**config.mk**
```make
export PLATFORM = sky130hd
export DESIGN_NAME = stream_reduce
export DESIGN_NICKNAME = d
export VERILOG_FILES = /design/src/rtl/stream_reduce_pkg.sv /design/src/rtl/stream_reduce_lane.sv /design/src/rtl/stream_reduce.sv
export SDC_FILE = /design/constraint.sdc
export NUM_CORES = 1
export LEC_CHECK = 0
export ABC_AREA = 1
export BUFFER_PORTS_ARGS = -buffer_cell sky130_fd_sc_hd__buf_2
export CORE_AREA = 5 5 70 103
export DETAILED_ROUTE_END_ITERATION = 16
export DIE_AREA = 0 0 75 108
export MAX_ROUTING_LAYER = met4
export PLACE_DENSITY = 0.59
export SLEW_MARGIN = 25
export SYNTH_ARGS = -nofsm -noshare
export SYNTH_HDL_FRONTEND = slang
export SYNTH_SLANG_ARGS = --single-unit
```
**constraint.sdc**
```tcl
create_clock -name clk -period 5.2 [get_ports clk]
set_clock_uncertainty 0.1 [all_clocks]
set_input_delay 1.3 -clock clk [delete_from_list [all_inputs] [get_ports clk]]
set_output_delay 1.3 -clock clk [all_outputs]
set_load 0.02 [all_outputs]
```
**src/rtl/stream_reduce_pkg.sv**
```systemverilog
// ============================================================================
// Module   : stream_reduce_pkg
// Purpose  : Shared types and operator helpers for the stream_reduce engine.
// Options  : STREAM_REDUCE_POPCOUNT_EN (used by the importing modules)
// Revision : 1.0 - initial release
// ============================================================================
`default_nettype none

package stream_reduce_pkg;

  typedef enum logic [2:0] {
    OP_AND  = 3'd0,
    OP_OR   = 3'd1,
    OP_XOR  = 3'd2,
    OP_NAND = 3'd3,
    OP_NOR  = 3'd4,
    OP_XNOR = 3'd5
  } reduce_op_e;

  typedef enum logic [1:0] {
    ST_IDLE  = 2'd0,
    ST_ACCUM = 2'd1,
    ST_HOLD  = 2'd2
  } reduce_state_e;

  localparam logic [1:0] c_FAM_AND = 2'd0;
  localparam logic [1:0] c_FAM_OR  = 2'd1;
  localparam logic [1:0] c_FAM_XOR = 2'd2;

  function automatic logic op_is_legal(input logic [2:0] op);
    return (op <= OP_XNOR);
  endfunction

  function automatic logic is_inverting(input logic [2:0] op);
    return (op == OP_NAND) || (op == OP_NOR) || (op == OP_XNOR);
  endfunction

  // Illegal codes fall into the XOR family; their result is masked anyway.
  function automatic logic [1:0] op_family(input logic [2:0] op);
    logic [1:0] fam;
    case (op)
      OP_AND, OP_NAND: fam = c_FAM_AND;
      OP_OR,  OP_NOR:  fam = c_FAM_OR;
      default:         fam = c_FAM_XOR;
    endcase
    return fam;
  endfunction

endpackage

`default_nettype wire

```
**src/rtl/stream_reduce_lane.sv**
```systemverilog
// ============================================================================
// Module   : reduce_lane
// Purpose  : Combinational per-beat AND/OR/XOR reducer, optional beat popcount.
// Options  : STREAM_REDUCE_POPCOUNT_EN adds o_ones
// Revision : 1.0 - initial release
// ============================================================================
`default_nettype none

module reduce_lane #(
  parameter int DATA_W = 8
) (
  input  logic [DATA_W-1:0] i_data,
  output logic              o_and,
  output logic              o_or,
  output logic              o_xor
`ifdef STREAM_REDUCE_POPCOUNT_EN
  ,
  output logic [$clog2(DATA_W+1)-1:0] o_ones
`endif
);

  assign o_and = &i_data;
  assign o_or  = |i_data;
  assign o_xor = ^i_data;

`ifdef STREAM_REDUCE_POPCOUNT_EN
  localparam int PC_W = $clog2(DATA_W + 1);

  always_comb begin
    o_ones = '0;
    for (int i = 0; i < DATA_W; i++) begin
      o_ones = o_ones + PC_W'(i_data[i]);
    end
  end
`endif

endmodule

`default_nettype wire

```
**src/rtl/stream_reduce.sv**
```systemverilog
// ============================================================================
// Module   : stream_reduce
// Purpose  : Multi-beat frame reducer (AND/OR/XOR and inversions), one
//            registered result plus saturating beat count per frame.
// Options  : STREAM_REDUCE_POPCOUNT_EN adds out_ones (frame popcount)
// Revision : 1.0 - initial release
// ============================================================================
`default_nettype none

module stream_reduce
  import stream_reduce_pkg::*;
#(
  parameter int DATA_W = 8,
  parameter int CNT_W  = 16
) (
  input  logic              clk,
  input  logic              rst,
  input  logic              in_valid,
  output logic              in_ready,
  input  logic [DATA_W-1:0] in_data,
  input  logic              in_last,
  input  logic [2:0]        op_sel,
  output logic              out_valid,
  input  logic              out_ready,
  output logic              out_result,
  output logic [CNT_W-1:0]  out_beats,
  output logic              out_err
`ifdef STREAM_REDUCE_POPCOUNT_EN
  ,
  output logic [CNT_W+$clog2(DATA_W+1)-1:0] out_ones
`endif
);

  reduce_state_e    r_state, w_state_nxt;
  logic             r_in_ready;
  logic [2:0]       r_op;
  logic             r_acc;
  logic [CNT_W-1:0] r_cnt;
  logic             r_out_valid, r_out_result, r_out_err;
  logic [CNT_W-1:0] r_out_beats;

  logic             w_accept, w_first, w_done, w_take;
  logic [2:0]       w_op;
  logic [1:0]       w_fam;
  logic             w_acc_prev, w_acc_new;
  logic [CNT_W-1:0] w_cnt_new;
  logic             w_beat_and, w_beat_or, w_beat_xor;

  assign w_accept = in_valid & r_in_ready;
  assign w_first  = (r_state == ST_IDLE);
  assign w_done   = w_accept & in_last;
  assign w_take   = r_out_valid & out_ready;
  // The operator is frozen at the first beat; later op_sel changes are ignored.
  assign w_op     = w_first ? op_sel : r_op;

`ifdef STREAM_REDUCE_POPCOUNT_EN
  localparam int PC_W   = $clog2(DATA_W + 1);
  localparam int ONES_W = CNT_W + PC_W;

  logic [PC_W-1:0]   w_beat_ones;
  logic [ONES_W:0]   w_ones_sum;
  logic [ONES_W-1:0] w_ones_new;
  logic [ONES_W-1:0] r_ones, r_out_ones;

  reduce_lane #(.DATA_W(DATA_W)) u_lane (
    .i_data (in_data),
    .o_and  (w_beat_and),
    .o_or   (w_beat_or),
    .o_xor  (w_beat_xor),
    .o_ones (w_beat_ones)
  );

  assign w_ones_sum = (w_first ? '0 : {1'b0, r_ones}) + (ONES_W+1)'(w_beat_ones);
  assign w_ones_new = w_ones_sum[ONES_W] ? '1 : w_ones_sum[ONES_W-1:0];

  always_ff @(posedge clk or posedge rst) begin
    if (rst) begin
      r_ones     <= '0;
      r_out_ones <= '0;
    end else begin
      if (w_accept) r_ones <= w_ones_new;
      if (w_done)   r_out_ones <= w_ones_new;
    end
  end

  assign out_ones = r_out_ones;
`else
  reduce_lane #(.DATA_W(DATA_W)) u_lane (
    .i_data (in_data),
    .o_and  (w_beat_and),
    .o_or   (w_beat_or),
    .o_xor  (w_beat_xor)
  );
`endif

  // First beat folds into the family identity, so IDLE and ACCUM share one path.
  always_comb begin
    w_fam      = op_family(w_op);
    w_acc_prev = w_first ? (w_fam == c_FAM_AND) : r_acc;
    case (w_fam)
      c_FAM_AND: w_acc_new = w_acc_prev & w_beat_and;
      c_FAM_OR:  w_acc_new = w_acc_prev | w_beat_or;
      default:   w_acc_new = w_acc_prev ^ w_beat_xor;
    endcase
  end

  assign w_cnt_new = w_first ? CNT_W'(1) :
                     ((&r_cnt) ? r_cnt : r_cnt + CNT_W'(1));

  always_comb begin
    w_state_nxt = r_state;
    case (r_state)
      ST_IDLE:  if (w_accept) w_state_nxt = in_last ? ST_HOLD : ST_ACCUM;
      ST_ACCUM: if (w_done)   w_state_nxt = ST_HOLD;
      ST_HOLD:  if (w_take)   w_state_nxt = ST_IDLE;
      default:                w_state_nxt = ST_IDLE;
    endcase
  end

  always_ff @(posedge clk or posedge rst) begin
    if (rst) begin
      r_state    <= ST_IDLE;
      r_in_ready <= 1'b1;
    end else begin
      r_state    <= w_state_nxt;
      r_in_ready <= (w_state_nxt != ST_HOLD);
    end
  end

  always_ff @(posedge clk or posedge rst) begin
    if (rst) begin
      r_op  <= '0;
      r_acc <= 1'b0;
      r_cnt <= '0;
    end else if (w_accept) begin
      r_op  <= w_op;
      r_acc <= w_acc_new;
      r_cnt <= w_cnt_new;
    end
  end

  always_ff @(posedge clk or posedge rst) begin
    if (rst) begin
      r_out_valid  <= 1'b0;
      r_out_result <= 1'b0;
      r_out_beats  <= '0;
      r_out_err    <= 1'b0;
    end else if (w_done) begin
      r_out_valid  <= 1'b1;
      r_out_result <= op_is_legal(w_op) & (w_acc_new ^ is_inverting(w_op));
      r_out_beats  <= w_cnt_new;
      r_out_err    <= ~op_is_legal(w_op);
    end else if (w_take) begin
      r_out_valid  <= 1'b0;
    end
  end

  assign in_ready   = r_in_ready;
  assign out_valid  = r_out_valid;
  assign out_result = r_out_result;
  assign out_beats  = r_out_beats;
  assign out_err    = r_out_err;

endmodule

`default_nettype wire

```
* After elaboration in Yosys (flattened, before gate mapping) *
Cells that the tools add are included.

storage, ports and cells
  bits in registers = 42
  latch bits = 0
  RAM bits = 0
  bits in read-only memories = 0
  bits of input ports = 16
  output and inout port bits = 20
  memories = 0

cells by class
  $add $sub $neg = 1
  multiply operators = 0
  divide/modulo/power cells = 0
  order comparisons = 1
  eq/ne operators = 8
  shift operators = 0
  muxes and demuxes = 13
  bitwise gates (word level) = 9
  reductions and logical operators = 12

operators by type and width
  operator                                                                number
  16-bit two-way mux                                                      2
  16-bit by 1-bit adder with 16-bit output (second input constant)        1
  16-bit AND reduction                                                    1
  2-bit two-way mux                                                       4
  8-bit AND reduction                                                     1
  8-bit OR reduction                                                      1
  8-bit parity                                                            1
  3-bit equality test (second input constant)                             2
  2-bit one-hot mux with 3 select lines                                   1
  1-bit AND                                                               5
  2-bit by 1-bit equality test with 1-bit output (second input constant)  2
  2-bit logical NOT                                                       2
  2-bit one-hot mux with 2 select lines                                   1
  2-bit OR reduction                                                      2
  3-bit by 1-bit equality test with 1-bit output (second input constant)  1
  3-bit by 2-bit equality test with 1-bit output (second input constant)  1
  3-bit less-or-equal comparator (second input constant)                  1
  3-bit logical NOT                                                       1
  1-bit two-way mux                                                       3
  3-bit two-way mux                                                       1
  2-bit equality test (second input constant)                             1
  1-bit logical OR                                                        2
  2-bit != test (second input constant)                                   1
  1-bit one-hot mux with 2 select lines                                   1
  4 further kinds                                                         5

* Logic depth before layout (Yosys ltp) *
Gate-level depths: netlist of the first run.

  word-level depth = 11
  mapped depth = 14
  gate-level depth less buffers = 14

* By module *
Synthesis of the first run repeated with hierarchy kept, for this count alone.

second synthesis, totals
  cells, all modules = 329
  area total of the unflattened synthesis = 2487.4 um2

by module, submodules not included
  module         times used  cells an instance  area an instance (um2)
  stream_reduce  1           290                2268.4
  reduce_lane    1           39                 219.0

* Worst setup path after synthesis of the first run *
OpenSTA, ideal clock, no wires.

  kind = input to register
  start point = input port in_data[2]
  end point = register r_out_result, in the netlist out_result
  setup time = 0.118 ns
  arrival time = 2.329 ns
  setup slack = 2.653 ns
  stages on the path = 11
  path buffers = 0
  cell sequence = inv_1 ha_1 xnor2_1 xnor2_1 inv_1 nand3_1 nand2_1 nand2_1 nand3_1 nand3_1 nand2_1

between the ends
  word-level cells in the longest chain between the ends = 5
  elaborated cells between the ends (all ways) = 9

ends and longest elaborated chain
  what                                       line                      RTL
  start, declared                            stream_reduce.sv:20       input logic [DATA_W-1:0] in_data,
  8-bit parity (tied with other cells)       stream_reduce_lane.sv:24  assign o_xor = ^i_data;
  1-bit bitwise XOR (tied with other cells)  stream_reduce.sv:103      default: w_acc_new = w_acc_prev ^ w_beat_xor;
  1-bit one-hot mux with 2 select lines (*)  stream_reduce.sv:100      case (w_fam)
  1-bit bitwise XOR (*)                      stream_reduce.sv:150      r_out_result <= op_is_legal(w_op) & (w_acc_new ^ is_inverting(w_op));
  1-bit AND (*)                              stream_reduce.sv:150
  end signal, assigned                       stream_reduce.sv:150
  end, declared                              stream_reduce.sv:39       logic r_out_valid, r_out_result, r_out_err;

Every way passes the cells marked *; elsewhere a longest branch is shown, timed or not.
A chain may end at the register's enable or synchronous reset.

* Worst setup path in the final report of the first run *
  start point = input port in_valid
  end point = register r_out_beats[2], in the netlist out_beats[2]

between the ends
  word-level cells in the longest chain between the ends = 2

ends and longest elaborated chain
  what                  line                  RTL
  start, declared       stream_reduce.sv:18   input logic in_valid,
  1-bit AND             stream_reduce.sv:49   assign w_accept = in_valid & r_in_ready;
  1-bit AND             stream_reduce.sv:51   assign w_done = w_accept & in_last;
  end signal, assigned  stream_reduce.sv:151  r_out_beats <= w_cnt_new;
  end, declared         stream_reduce.sv:40   logic [CNT_W-1:0] r_out_beats;

Every way passes these cells.

==> report_table.html, run 1 <==
<table>
<tr><th>Metric</th><th>Value</th></tr>
<tr><th colspan="2">Routing</th></tr>
<tr><td>Total routed wirelength</td><td>5.61 mm</td></tr>
<tr><td>Post-detailed-route count of antenna-violating nets</td><td>0</td></tr>
<tr><td>WL per Instance</td><td>roughly 13 um</td></tr>
<tr><td>Initial DRT Pass Iterations</td><td>4</td></tr>
<tr><td>Vias post-DR</td><td>2121</td></tr>
<tr><td>Residual DRC</td><td>0</td></tr>
<tr><td>Via-per-instance ratio</td><td>4.97</td></tr>
<tr><td>Violation count after the first detailed-route iteration</td><td>110</td></tr>
<tr><th colspan="2">Layout</th></tr>
<tr><td>Total Nets Final</td><td>377</td></tr>
<tr><td>Layout cells sized above 1</td><td>around 15%</td></tr>
<tr><td>ANT cells</td><td>0</td></tr>
<tr><td>Layout overhead on the synthesized area</td><td>14.0%</td></tr>
<tr><th colspan="2">Placed design</th></tr>
<tr><td>Port-buffer cells</td><td>35</td></tr>
<tr><td>HPWL reported at the end of detailed placement</td><td>4.19 mm</td></tr>
<tr><td>Post-place setup slack</td><td>between 1.5 and 2 ns</td></tr>
<tr><td>Routability cong.</td><td>between 0.8 and 0.9</td></tr>
<tr><th colspan="2">Synth</th></tr>
<tr><td>List of most frequent post-synthesis cells</td><td>nand2_1, dfrtp_1, inv_1</td></tr>
<tr><td>Synth area leaders</td><td>dfrtp_1, nand2_1, nand3_1, o21ai_0, inv_1</td></tr>
<tr><td>Area share of the largest cell type after synthesis</td><td>between 40% and 50%</td></tr>
<tr><td>Number of flops mapped to enable cells by yosys</td><td>0</td></tr>
<tr><td>Post-Syn Nets</td><td>about 340</td></tr>
<tr><td>Sequential fraction of the synthesis area</td><td>43.8%</td></tr>
<tr><td>Most repeated cell in the gate-level netlist after synthesis</td><td>nand2_1</td></tr>
<tr><td>Proportion of synthesized flip-flops having asynchronous set or reset</td><td>between 90% and 100%</td></tr>
<tr><td>Warning count from the yosys run</td><td>0</td></tr>
<tr><td>Mapped Avg Cell Area</td><td>7.59 sq um</td></tr>
<tr><td>Yosys reg bits</td><td>42</td></tr>
<tr><td>Number of distinct library cells after synthesis</td><td>27</td></tr>
<tr><td>Prevailing post-synth register cell</td><td>dfrtp_1</td></tr>
<tr><td>Number of instances in the synthesized netlist</td><td>between 300 and 400</td></tr>
<tr><td>Post-Synthesis Cell Area</td><td>around 2400 sq um</td></tr>
<tr><td>Top cell type by total area after synthesis</td><td>dfrtp_1</td></tr>
<tr><th colspan="2">CTS</th></tr>
<tr><td>Post-cts sizing count</td><td>0</td></tr>
<tr><td>Clk Latency, worst-skew pair</td><td>around 0.3 ns</td></tr>
<tr><td>Root buffer selected by CTS</td><td>clkbuf_8</td></tr>
<tr><td>Hold-fix buffer count after cts</td><td>0</td></tr>
<tr><td>Buffers inserted during post-CTS setup optimization</td><td>0</td></tr>
<tr><td>Number of buffers inserted during clock tree synthesis</td><td>5</td></tr>
<tr><td>TritonCTS sink count</td><td>42</td></tr>
<tr><td>Bufs on Longest Clock Path</td><td>2</td></tr>
<tr><td>Clock transition time at the flip-flop clock pins of the worst setup and hold paths</td><td>0.07 ns</td></tr>
<tr><td>TritonCTS clock tree</td><td>yes</td></tr>
<tr><td>Depth of the CTS H-tree</td><td>2</td></tr>
<tr><th colspan="2">Timing</th></tr>
<tr><td>Number of pins with negative max-slew slack in the final report</td><td>0</td></tr>
<tr><td>Slew at the pin closest to its max-slew limit</td><td>a little over 0.9 ns</td></tr>
<tr><td>RSZ-0062 raised after global routing</td><td>false</td></tr>
<tr><td>Setup Viol. Count Final</td><td>0</td></tr>
<tr><td>Setup Total Neg Slack</td><td>0 ns</td></tr>
<tr><td>Final-report hold violation count</td><td>0</td></tr>
<tr><td>Final period demand of the worst path</td><td>2.99 ns</td></tr>
<tr><td>Fmax</td><td>around 330 MHz</td></tr>
<tr><td>Final cycle utilization of the critical path</td><td>a little under three fifths</td></tr>
<tr><td>Tightest slew margin relative to the limit</td><td>around 38%</td></tr>
<tr><td>Worst Slack Setup Final</td><td>approximately 2.2 ns</td></tr>
<tr><th colspan="2">Power and ir drop</th></tr>
<tr><td>Standby leakage power</td><td>between 1 and 1.5 nW</td></tr>
<tr><td>Cell area power density</td><td>508 nW/um^2</td></tr>
<tr><td>Proportion of power drawn by combinational gates</td><td>between 40% and 50%</td></tr>
<tr><td>Maximum ir drop on the vdd rail</td><td>roughly 0.25 mV</td></tr>
<tr><td>Internal cell power</td><td>about 0.75 mW</td></tr>
<tr><td>Net switching share of the total power</td><td>46.5%</td></tr>
<tr><td>Sequential cell fraction of total power</td><td>a little under two fifths</td></tr>
<tr><td>Net Sw Power</td><td>about 0.65 mW</td></tr>
<tr><td>Clock power share</td><td>approximately 16%</td></tr>
<tr><th colspan="2">GRT</th></tr>
<tr><td>Wire length of the first global-routing pass</td><td>about 9.5 mm</td></tr>
<tr><td>Number of global-route vias before repair</td><td>between 2000 and 2500</td></tr>
<tr><td>GRT overflow</td><td>0</td></tr>
<tr><td>Initial antenna violation count</td><td>0</td></tr>
<tr><td>Largest net degree at the start of global routing</td><td>between 40 and 50</td></tr>
<tr><td>Tot GR Track Use</td><td>15.7%</td></tr>
<tr><th colspan="2">Min path</th></tr>
<tr><td>Path type of the worst min-delay path</td><td>reg2reg</td></tr>
<tr><th colspan="2">Worst setup path</th></tr>
<tr><td>Classification of the worst setup path</td><td>in2reg</td></tr>
<tr><td>Worst path required time</td><td>between 5 and 6 ns</td></tr>
<tr><td>Capturing element type of the critical path</td><td>flop</td></tr>
<tr><td>Element type at the critical path start</td><td>input pin</td></tr>
<tr><td>CP arrival</td><td>~3.1 ns</td></tr>
<tr><td>Worst Path Max Fanout</td><td>23</td></tr>
<tr><th colspan="2">Floorplanning</th></tr>
<tr><td>Initial Util</td><td>38.9%</td></tr>
<tr><td>Overall die width</td><td>~75 um</td></tr>
<tr><td>Number of ports placed on the die boundary</td><td>36</td></tr>
<tr><td>Total core area</td><td>6170 sq um</td></tr>
<tr><td>Area of the die</td><td>about 8100 sq um</td></tr>
<tr><td>Site Rows</td><td>35</td></tr>
<tr><td>DIE HEIGHT</td><td>108 um</td></tr>
<tr><th colspan="2">Flow run</th></tr>
<tr><td>Max-cap violation count</td><td>0</td></tr>
<tr><th colspan="2">Status</th></tr>
<tr><td>Run status</td><td>finished, final reports clean</td></tr>
</table>
[per-stage QoR]
step           util (%)  total power [mW]  cell area (sq um)  std cells  hold slack, ns
2_1_floorplan         -             0.999               2400        317           0.353
3_3_place_gp       42.9              1.18               2650        419           0.364
4_1_cts            44.4              1.42               2740        427           0.386
3_5_place_dp       42.9              1.19               2650        419           0.365
5_1_grt            44.4              1.52               2740        427           0.407
6_report           44.4              1.39               2740        427           0.377
[layout make-up]
type | count | area (sq um)
clock buffer | 7 | 86.3
clock inverter | 1 | 5.00
fill | 639 | 3430
inverter | 41 | 154
multi-input combinational | 225 | 1160
sequential | 42 | 1050
tap | 74 | 92.6
timing repair buffer | 37 | 190
[per-layer routing]
layer,global-route usage (%),wire length (um),vias to the layer above
met1,16.2,2160,995
met5,-,0,-
met3,1.77,135,10
met2,29.2,3200,36
li1,-,-,1080
met4,6.11,121,0
[sequential cells by signal, indices dropped and copies added, names as in the netlist]
signal      count
r_state         2
in_ready        1
r_cnt          16
r_op            3
out_valid       1
out_err         1
r_acc           1
out_result      1
out_beats      16
[kinds of logic after synthesis]
family,synth area share (%)
AOI/OAI and AO/OA,8.64
xor gates and xnor gates,4.37
adders and majority gates,4.68
buffers and inverters,7.91
DFF,43.8
and+or+nand+nor,30.6
[cell usage in the layout (no fill, tap or decap), types with 6 or more instances in the layout]
master and instances:
o21ai_0 35, dfrtp_1 41, xor2_1 6, clkbuf_8 6
ha_1 9, xnor2_1 6, nand3_1 40, buf_2 35
nor2_1 8, inv_1 41, nand2_1 99
[path summary, 6_finish.rpt]
kind                              startpoint            to  slack (ns)  depth (start not counted)
worst min-delay path            out_beats[4]  out_beats[4]        0.38                          2
worst min register to register  out_beats[4]  out_beats[4]        0.38                          2
worst max register to register    r_state[1]    out_result        2.70                         13
min in group asynchronous                rst    out_result        1.02                          3
worst max-delay path                in_valid  out_beats[2]        2.21                          7
max in group asynchronous                rst      in_ready        3.59                          3
[worst max-delay path, cell delays in order]
cell,delay (ns)
buf_2,0.07
nand2_1,0.34
inv_1,0.64
nand2_1,0.14
inv_1,0.38
nand3_1,0.13
nand2_1,0.11
[power by group through the flow]
stage                     clock, mW  sequential, mW  combinational, mW
final                         0.222           0.517              0.656
after global routing          0.239           0.532              0.746
after CTS                     0.229           0.518              0.669
after detailed placement          0           0.523              0.668
after global placement            0           0.522              0.659
after floorplan                   0           0.570              0.429
Note: power is estimated with default switching activity, not from simulation.
==> inputs of run 2 (changes only) <==
--- a/config.mk
+++ b/config.mk
@@ -11,7 +11,7 @@
 export DETAILED_ROUTE_END_ITERATION = 16
 export DIE_AREA = 0 0 75 108
 export MAX_ROUTING_LAYER = met4
-export PLACE_DENSITY = 0.59
+export PLACE_DENSITY = 0.61
 export SLEW_MARGIN = 25
 export SYNTH_ARGS = -nofsm -noshare
 export SYNTH_HDL_FRONTEND = slang
==> constraint.sdc (replaced) <==
create_clock -name clk -period 2.55 [get_ports clk]
set_clock_uncertainty 0.1 [all_clocks]
set_input_delay 0.6375 -clock clk [delete_from_list [all_inputs] [get_ports clk]]
set_output_delay 0.6375 -clock clk [all_outputs]
set_load 0.02 [all_outputs]
==> run 2 against run 1 <==
- global-route usage is essentially flat
- clock power grew 85%
- critical path depth is 5 higher
==> report_table.html, run 2 (synthesized netlist as in run 1, its figures left out) <==
<table>
<tr><th>Metric</th><th>Value</th></tr>
<tr><th colspan="2">GRT</th></tr>
<tr><td>Initial antenna violation count</td><td>0 (unchanged)</td></tr>
<tr><td>Number of global-route vias before repair</td><td>2139 (+1.5%)</td></tr>
<tr><td>GRT overflow</td><td>0 (unchanged)</td></tr>
<tr><td>Largest net degree at the start of global routing</td><td>43 (unchanged)</td></tr>
<tr><td>Tot GR Track Use</td><td>15.8% (+0.039 points)</td></tr>
<tr><td>Wire length of the first global-routing pass</td><td>9.57 mm (+0.29%)</td></tr>
<tr><th colspan="2">Routing</th></tr>
<tr><td>Initial DRT Pass Iterations</td><td>4 (unchanged)</td></tr>
<tr><td>Total routed wirelength</td><td>5.66 mm (+0.78%)</td></tr>
<tr><td>Vias post-DR</td><td>2152 (+1.5%)</td></tr>
<tr><td>Violation count after the first detailed-route iteration</td><td>110 (unchanged)</td></tr>
<tr><td>WL per Instance</td><td>13.1 um (-0.15%)</td></tr>
<tr><td>Post-detailed-route count of antenna-violating nets</td><td>0 (unchanged)</td></tr>
<tr><td>Residual DRC</td><td>0 (unchanged)</td></tr>
<tr><td>Via-per-instance ratio</td><td>4.99 (+0.52%)</td></tr>
<tr><th colspan="2">Floorplanning</th></tr>
<tr><td>Total core area</td><td>6170 sq um (unchanged)</td></tr>
<tr><td>Initial Util</td><td>38.9% (unchanged)</td></tr>
<tr><td>Area of the die</td><td>8100 sq um (unchanged)</td></tr>
<tr><td>Overall die width</td><td>75 um (unchanged)</td></tr>
<tr><td>Number of ports placed on the die boundary</td><td>36 (unchanged)</td></tr>
<tr><td>Site Rows</td><td>35 (unchanged)</td></tr>
<tr><td>DIE HEIGHT</td><td>108 um (unchanged)</td></tr>
<tr><th colspan="2">CTS</th></tr>
<tr><td>TritonCTS clock tree</td><td>yes</td></tr>
<tr><td>Clock transition time at the flip-flop clock pins of the worst setup and hold paths</td><td>0.08 ns (about the same)</td></tr>
<tr><td>Number of buffers inserted during clock tree synthesis</td><td>5 (unchanged)</td></tr>
<tr><td>Root buffer selected by CTS</td><td>clkbuf_8</td></tr>
<tr><td>Bufs on Longest Clock Path</td><td>2 (unchanged)</td></tr>
<tr><td>Hold-fix buffer count after cts</td><td>0 (unchanged)</td></tr>
<tr><td>Clk Latency, worst-skew pair</td><td>0.29 ns (about the same)</td></tr>
<tr><td>Buffers inserted during post-CTS setup optimization</td><td>0 (unchanged)</td></tr>
<tr><td>TritonCTS sink count</td><td>42 (unchanged)</td></tr>
<tr><td>Post-cts sizing count</td><td>0 (unchanged)</td></tr>
<tr><td>Depth of the CTS H-tree</td><td>2 (unchanged)</td></tr>
<tr><th colspan="2">Flow run</th></tr>
<tr><td>Max-cap violation count</td><td>0 (unchanged)</td></tr>
<tr><th colspan="2">Worst setup path</th></tr>
<tr><td>Worst Reg2Reg Path Length in Cells</td><td>12 (-1)</td></tr>
<tr><td>Reg-to-reg startpoint</td><td>r_state[1]</td></tr>
<tr><td>Classification of the worst setup path</td><td>reg2reg</td></tr>
<tr><td>Reg-to-Reg End</td><td>out_result</td></tr>
<tr><td>Capturing element type of the critical path</td><td>flop</td></tr>
<tr><td>Element type at the critical path start</td><td>flop</td></tr>
<tr><td>Worst Path Max Fanout</td><td>9 (-61%)</td></tr>
<tr><td>Reg-to-reg setup timing slack</td><td>0.44 ns (-2.26 ns)</td></tr>
<tr><td>CP arrival</td><td>2.20 ns (-0.92 ns)</td></tr>
<tr><td>Worst path required time</td><td>2.64 ns (-2.68 ns)</td></tr>
<tr><th colspan="2">Layout</th></tr>
<tr><td>Filler Cells Inserted</td><td>648 (+1.4%)</td></tr>
<tr><td>ANT cells</td><td>0 (unchanged)</td></tr>
<tr><td>Final cell count without fillers</td><td>431 (+0.94%)</td></tr>
<tr><td>Utilization after layout</td><td>44.7% (+0.30 points)</td></tr>
<tr><td>Total Nets Final</td><td>381 (+1.1%)</td></tr>
<tr><td>Layout cells sized above 1</td><td>15.7% (+0.39 points)</td></tr>
<tr><td>Most used cells in the layout excluding fill and tap cells</td><td>nand2_1, inv_1, dfrtp_1</td></tr>
<tr><td>Most common cell after layout, fill and taps aside</td><td>nand2_1</td></tr>
<tr><td>Layout overhead on the synthesized area</td><td>14.8%</td></tr>
<tr><th colspan="2">Placed design</th></tr>
<tr><td>Post-place setup slack</td><td>0.443 ns (-1.42 ns)</td></tr>
<tr><td>Port-buffer cells</td><td>35 (unchanged)</td></tr>
<tr><td>Routability cong.</td><td>0.873 (+3.8%)</td></tr>
<tr><td>Number of instances in the placed design</td><td>423 (+0.95%)</td></tr>
<tr><td>HPWL reported at the end of detailed placement</td><td>4.31 mm (+2.7%)</td></tr>
<tr><th colspan="2">Timing</th></tr>
<tr><td>Setup Total Neg Slack</td><td>0 ns (unchanged)</td></tr>
<tr><td>Number of pins with negative max-slew slack in the final report</td><td>0 (unchanged)</td></tr>
<tr><td>Final-report hold violation count</td><td>0 (unchanged)</td></tr>
<tr><td>Final period demand of the worst path</td><td>around 2.1 ns</td></tr>
<tr><td>RSZ-0062 raised after global routing</td><td>false</td></tr>
<tr><td>Setup Viol. Count Final</td><td>0 (unchanged)</td></tr>
<tr><td>Fmax</td><td>about 470 MHz</td></tr>
<tr><td>Slew at the pin closest to its max-slew limit</td><td>0.530 ns (-0.400 ns)</td></tr>
<tr><td>Worst Slack Setup Final</td><td>0.436 ns (-1.77 ns)</td></tr>
<tr><td>Tightest slew margin relative to the limit</td><td>64.7% (+27 points)</td></tr>
<tr><td>Final cycle utilization of the critical path</td><td>between 80 and 90%</td></tr>
<tr><th colspan="2">Power and ir drop</th></tr>
<tr><td>Proportion of power drawn by combinational gates</td><td>48.2% (+1.2 points)</td></tr>
<tr><td>Clock power share</td><td>14.5% (-1.4 points)</td></tr>
<tr><td>Standby leakage power</td><td>1.47 nW (+0.68%)</td></tr>
<tr><td>Sequential cell fraction of total power</td><td>37.4% (+0.3 points)</td></tr>
<tr><td>Net Sw Power</td><td>1.31 mW (+100%)</td></tr>
<tr><td>Cell area power density</td><td>1030 nW/um^2 (+100%)</td></tr>
<tr><td>Maximum ir drop on the vdd rail</td><td>0.440 mV (+72%)</td></tr>
<tr><td>Post-layout power</td><td>2.84 mW (+100%)</td></tr>
<tr><td>Net switching share of the total power</td><td>46.3% (-0.15 points)</td></tr>
<tr><td>Internal cell power</td><td>1.52 mW (+100%)</td></tr>
<tr><th colspan="2">Min path</th></tr>
<tr><td>Path type of the worst min-delay path</td><td>in2async</td></tr>
<tr><th colspan="2">Status</th></tr>
<tr><td>Run status</td><td>finished, final reports clean</td></tr>
</table>
[run 2: layout make-up]
cell class	count	area, sq um	share of cell area, %
clock buffer	8	80.1	2.90
tap	74	92.6	3.35
timing repair buffer	41	220	7.97
sequential	42	1050	38.1
multi-input combinational	225	1160	42.1
inverter	41	154	5.57
[run 2: how the worst max path moves through the flow]
stage          slack [ns]       start          to  cells past startpoint
2_1_floorplan        0.67  in_data[2]  out_result                     11
3_3_place_gp         0.47  r_state[1]  out_result                     12
3_5_place_dp         0.44  r_state[1]  out_result                     12
6_report             0.44  r_state[1]  out_result                     12
4_1_cts              0.43  r_state[1]  out_result                     12
5_1_grt              0.26  r_state[1]  out_result                     12
[run 2: through the flow]
step	hold slack, ns	area, sq um
after floorplan	0.353	2400
after global placement	0.361	2680
after detailed placement	0.362	2680
after CTS	0.381	2760
after global routing	0.390	2760
final	0.362	2760
[run 2: worst max-delay path, cell delays in order, from the launching register on]
cell and delay [ns]:
dfrtp_1 0.43, nor2_2 0.39, nand2_1 0.15, nand2_2 0.17, nand2_1 0.08, nand2_2 0.10, nand3_1 0.09, nand2_1 0.09
nand3_1 0.09, nand2_1 0.10, nand3_1 0.08, nand3_1 0.09, nand2_1 0.06
[run 2: metal layers]
layer	GRT usage (%)	share of wire (%)	vias to the layer above
li1	-	-	1093
met1	16.6	39	1001
met4	7.89	3.7	0
met5	-	0	-
met2	27.9	54	44
met3	2.14	3.2	14
[run 2: power groups by stage]
stage,sequential (mW),clock [mW],combinational [mW]
finish,1.06,0.411,1.37
global route,1.09,0.443,1.56
CTS,1.06,0.424,1.39
detailed placement,1.07,0,1.39
global placement,1.06,0,1.37
floorplan,1.16,0,0.876
==> inputs of run 3 (changes only) <==
==> constraint.sdc (replaced) <==
create_clock -name clk -period 1.7 [get_ports clk]
set_clock_uncertainty 0.1 [all_clocks]
set_input_delay 0.425 -clock clk [delete_from_list [all_inputs] [get_ports clk]]
set_output_delay 0.425 -clock clk [all_outputs]
set_load 0.02 [all_outputs]
==> run 3 against run 2 <==
- the flow now finishes with violations (negative setup slack)
- highest routed layer unchanged
- sequential share of layout area down 6.8 points
- critical path depth down 2
- count of clock-buffer cells in the layout down 1
- via count up 9.5%
- first-iteration DRC count down 15%
- global-route usage up 1.1 points
- register-to-register slack worse by 0.58 ns
- non-clock buffer count up 46
- worst hold slack worse by 0.30 ns
- clock power up 64%
==> report_table.html, run 3 (synthesized netlist as in run 1, its figures left out) <==
<table>
<tr><th>Metric</th><th>Value</th></tr>
<tr><th colspan="2">Routing</th></tr>
<tr><td>Violation count after the first detailed-route iteration</td><td>94 (-15%)</td></tr>
<tr><td>Via-per-instance ratio</td><td>4.94 (-1.0%)</td></tr>
<tr><td>Vias post-DR</td><td>2357 (+9.5%)</td></tr>
<tr><td>Post-detailed-route count of antenna-violating nets</td><td>0 (unchanged)</td></tr>
<tr><td>Residual DRC</td><td>0 (unchanged)</td></tr>
<tr><td>Initial DRT Pass Iterations</td><td>4 (unchanged)</td></tr>
<tr><td>WL per Instance</td><td>13.3 um (+0.96%)</td></tr>
<tr><td>Total routed wirelength</td><td>6.32 mm (+12%)</td></tr>
<tr><th colspan="2">Layout</th></tr>
<tr><td>ANT cells</td><td>0 (unchanged)</td></tr>
<tr><td>Layout cells sized above 1</td><td>36.7% (+21 points)</td></tr>
<tr><td>Final cell count without fillers</td><td>477 (+11%)</td></tr>
<tr><td>Layout overhead on the synthesized area</td><td>39.8%</td></tr>
<tr><td>Filler Cells Inserted</td><td>574 (-11%)</td></tr>
<tr><td>Most common cell after layout, fill and taps aside</td><td>nand2_1</td></tr>
<tr><td>Utilization after layout</td><td>54.4% (+9.7 points)</td></tr>
<tr><td>Most used cells in the layout excluding fill and tap cells</td><td>nand2_1, buf_4, dfrtp_1</td></tr>
<tr><td>Total Nets Final</td><td>427 (+12%)</td></tr>
<tr><th colspan="2">Floorplanning</th></tr>
<tr><td>Site Rows</td><td>35 (unchanged)</td></tr>
<tr><td>Area of the die</td><td>8100 sq um (unchanged)</td></tr>
<tr><td>Overall die width</td><td>75 um (unchanged)</td></tr>
<tr><td>Number of ports placed on the die boundary</td><td>36 (unchanged)</td></tr>
<tr><td>Initial Util</td><td>38.9% (unchanged)</td></tr>
<tr><td>Total core area</td><td>6170 sq um (unchanged)</td></tr>
<tr><td>DIE HEIGHT</td><td>108 um (unchanged)</td></tr>
<tr><th colspan="2">Worst setup path</th></tr>
<tr><td>Source of the critical timing path</td><td>r_cnt[0]</td></tr>
<tr><td>Element type at the critical path start</td><td>flop</td></tr>
<tr><td>Most common cell type on the critical path</td><td>o21ai_1</td></tr>
<tr><td>Critical path's top delay family</td><td>simple AND/OR/NAND/NOR gates</td></tr>
<tr><td>Reg-to-reg setup timing slack</td><td>-0.15 ns (-0.58 ns)</td></tr>
<tr><td>Critical path depth in cells</td><td>10 (-2)</td></tr>
<tr><td>Capture point of the worst path</td><td>r_cnt[15]</td></tr>
<tr><td>Reg-to-Reg End</td><td>r_cnt[15]</td></tr>
<tr><td>CP arrival</td><td>1.97 ns (-0.23 ns)</td></tr>
<tr><td>Worst Reg2Reg Path Length in Cells</td><td>10 (-2)</td></tr>
<tr><td>Reg-to-reg startpoint</td><td>r_cnt[0]</td></tr>
<tr><td>Biggest cell delay along the critical path</td><td>0.41 ns (-0.02 ns)</td></tr>
<tr><td>Classification of the worst setup path</td><td>reg2reg</td></tr>
<tr><td>CP bufs+invs</td><td>1 (+1)</td></tr>
<tr><td>Worst Path Max Fanout</td><td>3 (-6)</td></tr>
<tr><td>Worst path required time</td><td>1.82 ns (-0.82 ns)</td></tr>
<tr><td>Capturing element type of the critical path</td><td>flop</td></tr>
<tr><td>Cell with the largest stage delay on the worst path</td><td>dfrtp_1</td></tr>
<tr><td>Cell chain of the critical path</td><td>ha_4 &gt; nand2_4 &gt; nor3_4 &gt; nand3_4 &gt; buf_4 &gt; nor2_4 &gt; nand3b_1 &gt; a31oi_1 &gt; o21ai_1 &gt; o21ai_1</td></tr>
<tr><th colspan="2">CTS</th></tr>
<tr><td>Clock transition time at the flip-flop clock pins of the worst setup and hold paths</td><td>0.08 ns (about the same)</td></tr>
<tr><td>Bufs on Longest Clock Path</td><td>2 (unchanged)</td></tr>
<tr><td>TritonCTS clock tree</td><td>yes</td></tr>
<tr><td>Number of buffers inserted during clock tree synthesis</td><td>5 (unchanged)</td></tr>
<tr><td>Depth of the CTS H-tree</td><td>2 (unchanged)</td></tr>
<tr><td>Clk Latency, worst-skew pair</td><td>0.29 ns (about the same)</td></tr>
<tr><td>TritonCTS sink count</td><td>42 (unchanged)</td></tr>
<tr><td>Root buffer selected by CTS</td><td>clkbuf_8</td></tr>
<tr><th colspan="2">Timing</th></tr>
<tr><td>Worst slack on hold paths</td><td>0.0662 ns (-0.295 ns)</td></tr>
<tr><td>RSZ-0062 raised after global routing</td><td>true</td></tr>
<tr><td>Slew at the pin closest to its max-slew limit</td><td>0.434 ns (-0.0955 ns)</td></tr>
<tr><td>Fmax</td><td>541 MHz (+14%)</td></tr>
<tr><td>Final-report hold violation count</td><td>0 (unchanged)</td></tr>
<tr><td>Worst Slack Setup Final</td><td>-0.147 ns (-0.584 ns)</td></tr>
<tr><td>Tightest slew margin relative to the limit</td><td>71.0% (+6.3 points)</td></tr>
<tr><td>Setup Viol. Count Final</td><td>24 (+24)</td></tr>
<tr><td>Final period demand of the worst path</td><td>1.85 ns (-0.266 ns)</td></tr>
<tr><td>Final cycle utilization of the critical path</td><td>109% (+26 points)</td></tr>
<tr><td>Number of pins with negative max-slew slack in the final report</td><td>0 (unchanged)</td></tr>
<tr><th colspan="2">Power and ir drop</th></tr>
<tr><td>Maximum ir drop on the vdd rail</td><td>0.802 mV (+82%)</td></tr>
<tr><td>Standby leakage power</td><td>1.77 nW (+21%)</td></tr>
<tr><td>Cell area power density</td><td>1570 nW/um^2 (+53%)</td></tr>
<tr><th colspan="2">Status</th></tr>
<tr><td>Failing checks</td><td>negative setup slack</td></tr>
<tr><td>Run status</td><td>finished with violations</td></tr>
<tr><th colspan="2">GRT</th></tr>
<tr><td>Largest net degree at the start of global routing</td><td>43 (unchanged)</td></tr>
<tr><td>Tot GR Track Use</td><td>16.9% (+1.1 points)</td></tr>
<tr><td>Global-route layer with the greatest usage</td><td>met2</td></tr>
<tr><td>Met2 global-route usage</td><td>32.4% (+4.5 points)</td></tr>
<tr><td>Number of global-route vias before repair</td><td>2412 (+13%)</td></tr>
<tr><td>Initial antenna violation count</td><td>0 (unchanged)</td></tr>
<tr><td>Met1 capacity usage during global routing</td><td>16.2% (-0.37 points)</td></tr>
<tr><td>GR met3 Demand/Resource</td><td>1.86% (-0.28 points)</td></tr>
<tr><td>Wire length of the first global-routing pass</td><td>10.4 mm (+8.9%)</td></tr>
<tr><td>GRT overflow</td><td>0 (unchanged)</td></tr>
<tr><th colspan="2">Placed design</th></tr>
<tr><td>HPWL reported at the end of detailed placement</td><td>4.66 mm (+8.3%)</td></tr>
<tr><td>Port-buffer cells</td><td>35 (unchanged)</td></tr>
<tr><td>Routability cong.</td><td>0.836 (-4.2%)</td></tr>
<tr><td>Number of instances in the placed design</td><td>463 (+9.5%)</td></tr>
<tr><th colspan="2">Flow run</th></tr>
<tr><td>Max-cap violation count</td><td>0 (unchanged)</td></tr>
<tr><th colspan="2">Min path</th></tr>
<tr><td>Path type of the worst min-delay path</td><td>in2async</td></tr>
</table>
-- run 3: cell types whose count changed in the layout (fill, tap and decap cells not counted), sizes merged --
cell | previous run | this run
clkinv | 0 | 1
clkbuf | 8 | 7
buf | 41 | 87
-- run 3: metrics by stage --
stage | worst slack (ns) | setup TNS (ns) | instance area [sq um] | total power, mW
2_1_floorplan | 0.00910 | 0 | 2430 | 3.10
3_3_place_gp | -0.123 | -1.73 | 3020 | 3.96
3_5_place_dp | -0.207 | -2.63 | 3020 | 4.03
4_1_cts | -0.170 | -2.47 | 3240 | 4.93
5_1_grt | -0.254 | -5.46 | 3360 | 5.68
6_report | -0.147 | -2.19 | 3360 | 5.28
-- run 3: worst register-to-register path, cell delays in order, from the launching register on --
cell,delay [ns]
dfrtp_1,0.41
ha_4,0.18
nand2_4,0.06
nor3_4,0.16
nand3_4,0.12
buf_4,0.16
nor2_4,0.09
nand3b_1,0.09
a31oi_1,0.17
o21ai_1,0.12
o21ai_1,0.13
-- run 3: how the worst min path moves through the flow --
stage          slack [ns]           end          from
6_report             0.07     out_valid           rst
5_1_grt              0.11     out_valid           rst
4_1_cts              0.08     out_valid           rst
3_5_place_dp         0.36  out_beats[4]  out_beats[4]
3_3_place_gp         0.36  out_beats[4]  out_beats[4]
2_1_floorplan        0.35       r_op[1]       r_op[1]
-- run 3: what timing repair did --
item / 4_1_cts / 5_1_grt
pin swaps: 18 / 15
resized for setup: 37 / 32
setup endpoints to repair: 25 / 34
hold buffers: 0 / 0
buffers inserted: 5 / 4
endpoints found under the hold margin: 0 / 0
-- run 3: where the power goes --
group	internal, mW	leakage (nW)	switching [mW]
clock network	0.328	0.0482	0.345
logic	1.15	1.17	1.88
registers	1.34	0.559	0.241
-- run 3: final cells by class --
class | instances | area, sq um | share of cell area (%)
clock buffers | 7 | 86.3 | 2.57
clock inverters | 1 | 5.00 | 0.149
inverters | 41 | 154 | 4.58
multi-input cells | 225 | 1390 | 41.4
flip-flops and latches | 42 | 1050 | 31.3
well taps | 74 | 92.6 | 2.76
repair buffers | 87 | 578 | 17.2
-- run 3: metal layers --
metal / part of all wire [%] / up-vias
met3: 2.1 / 12
met5: 0 / -
met4: 2.3 / 0
li1: - / 1179
met2: 59 / 35
met1: 37 / 1131
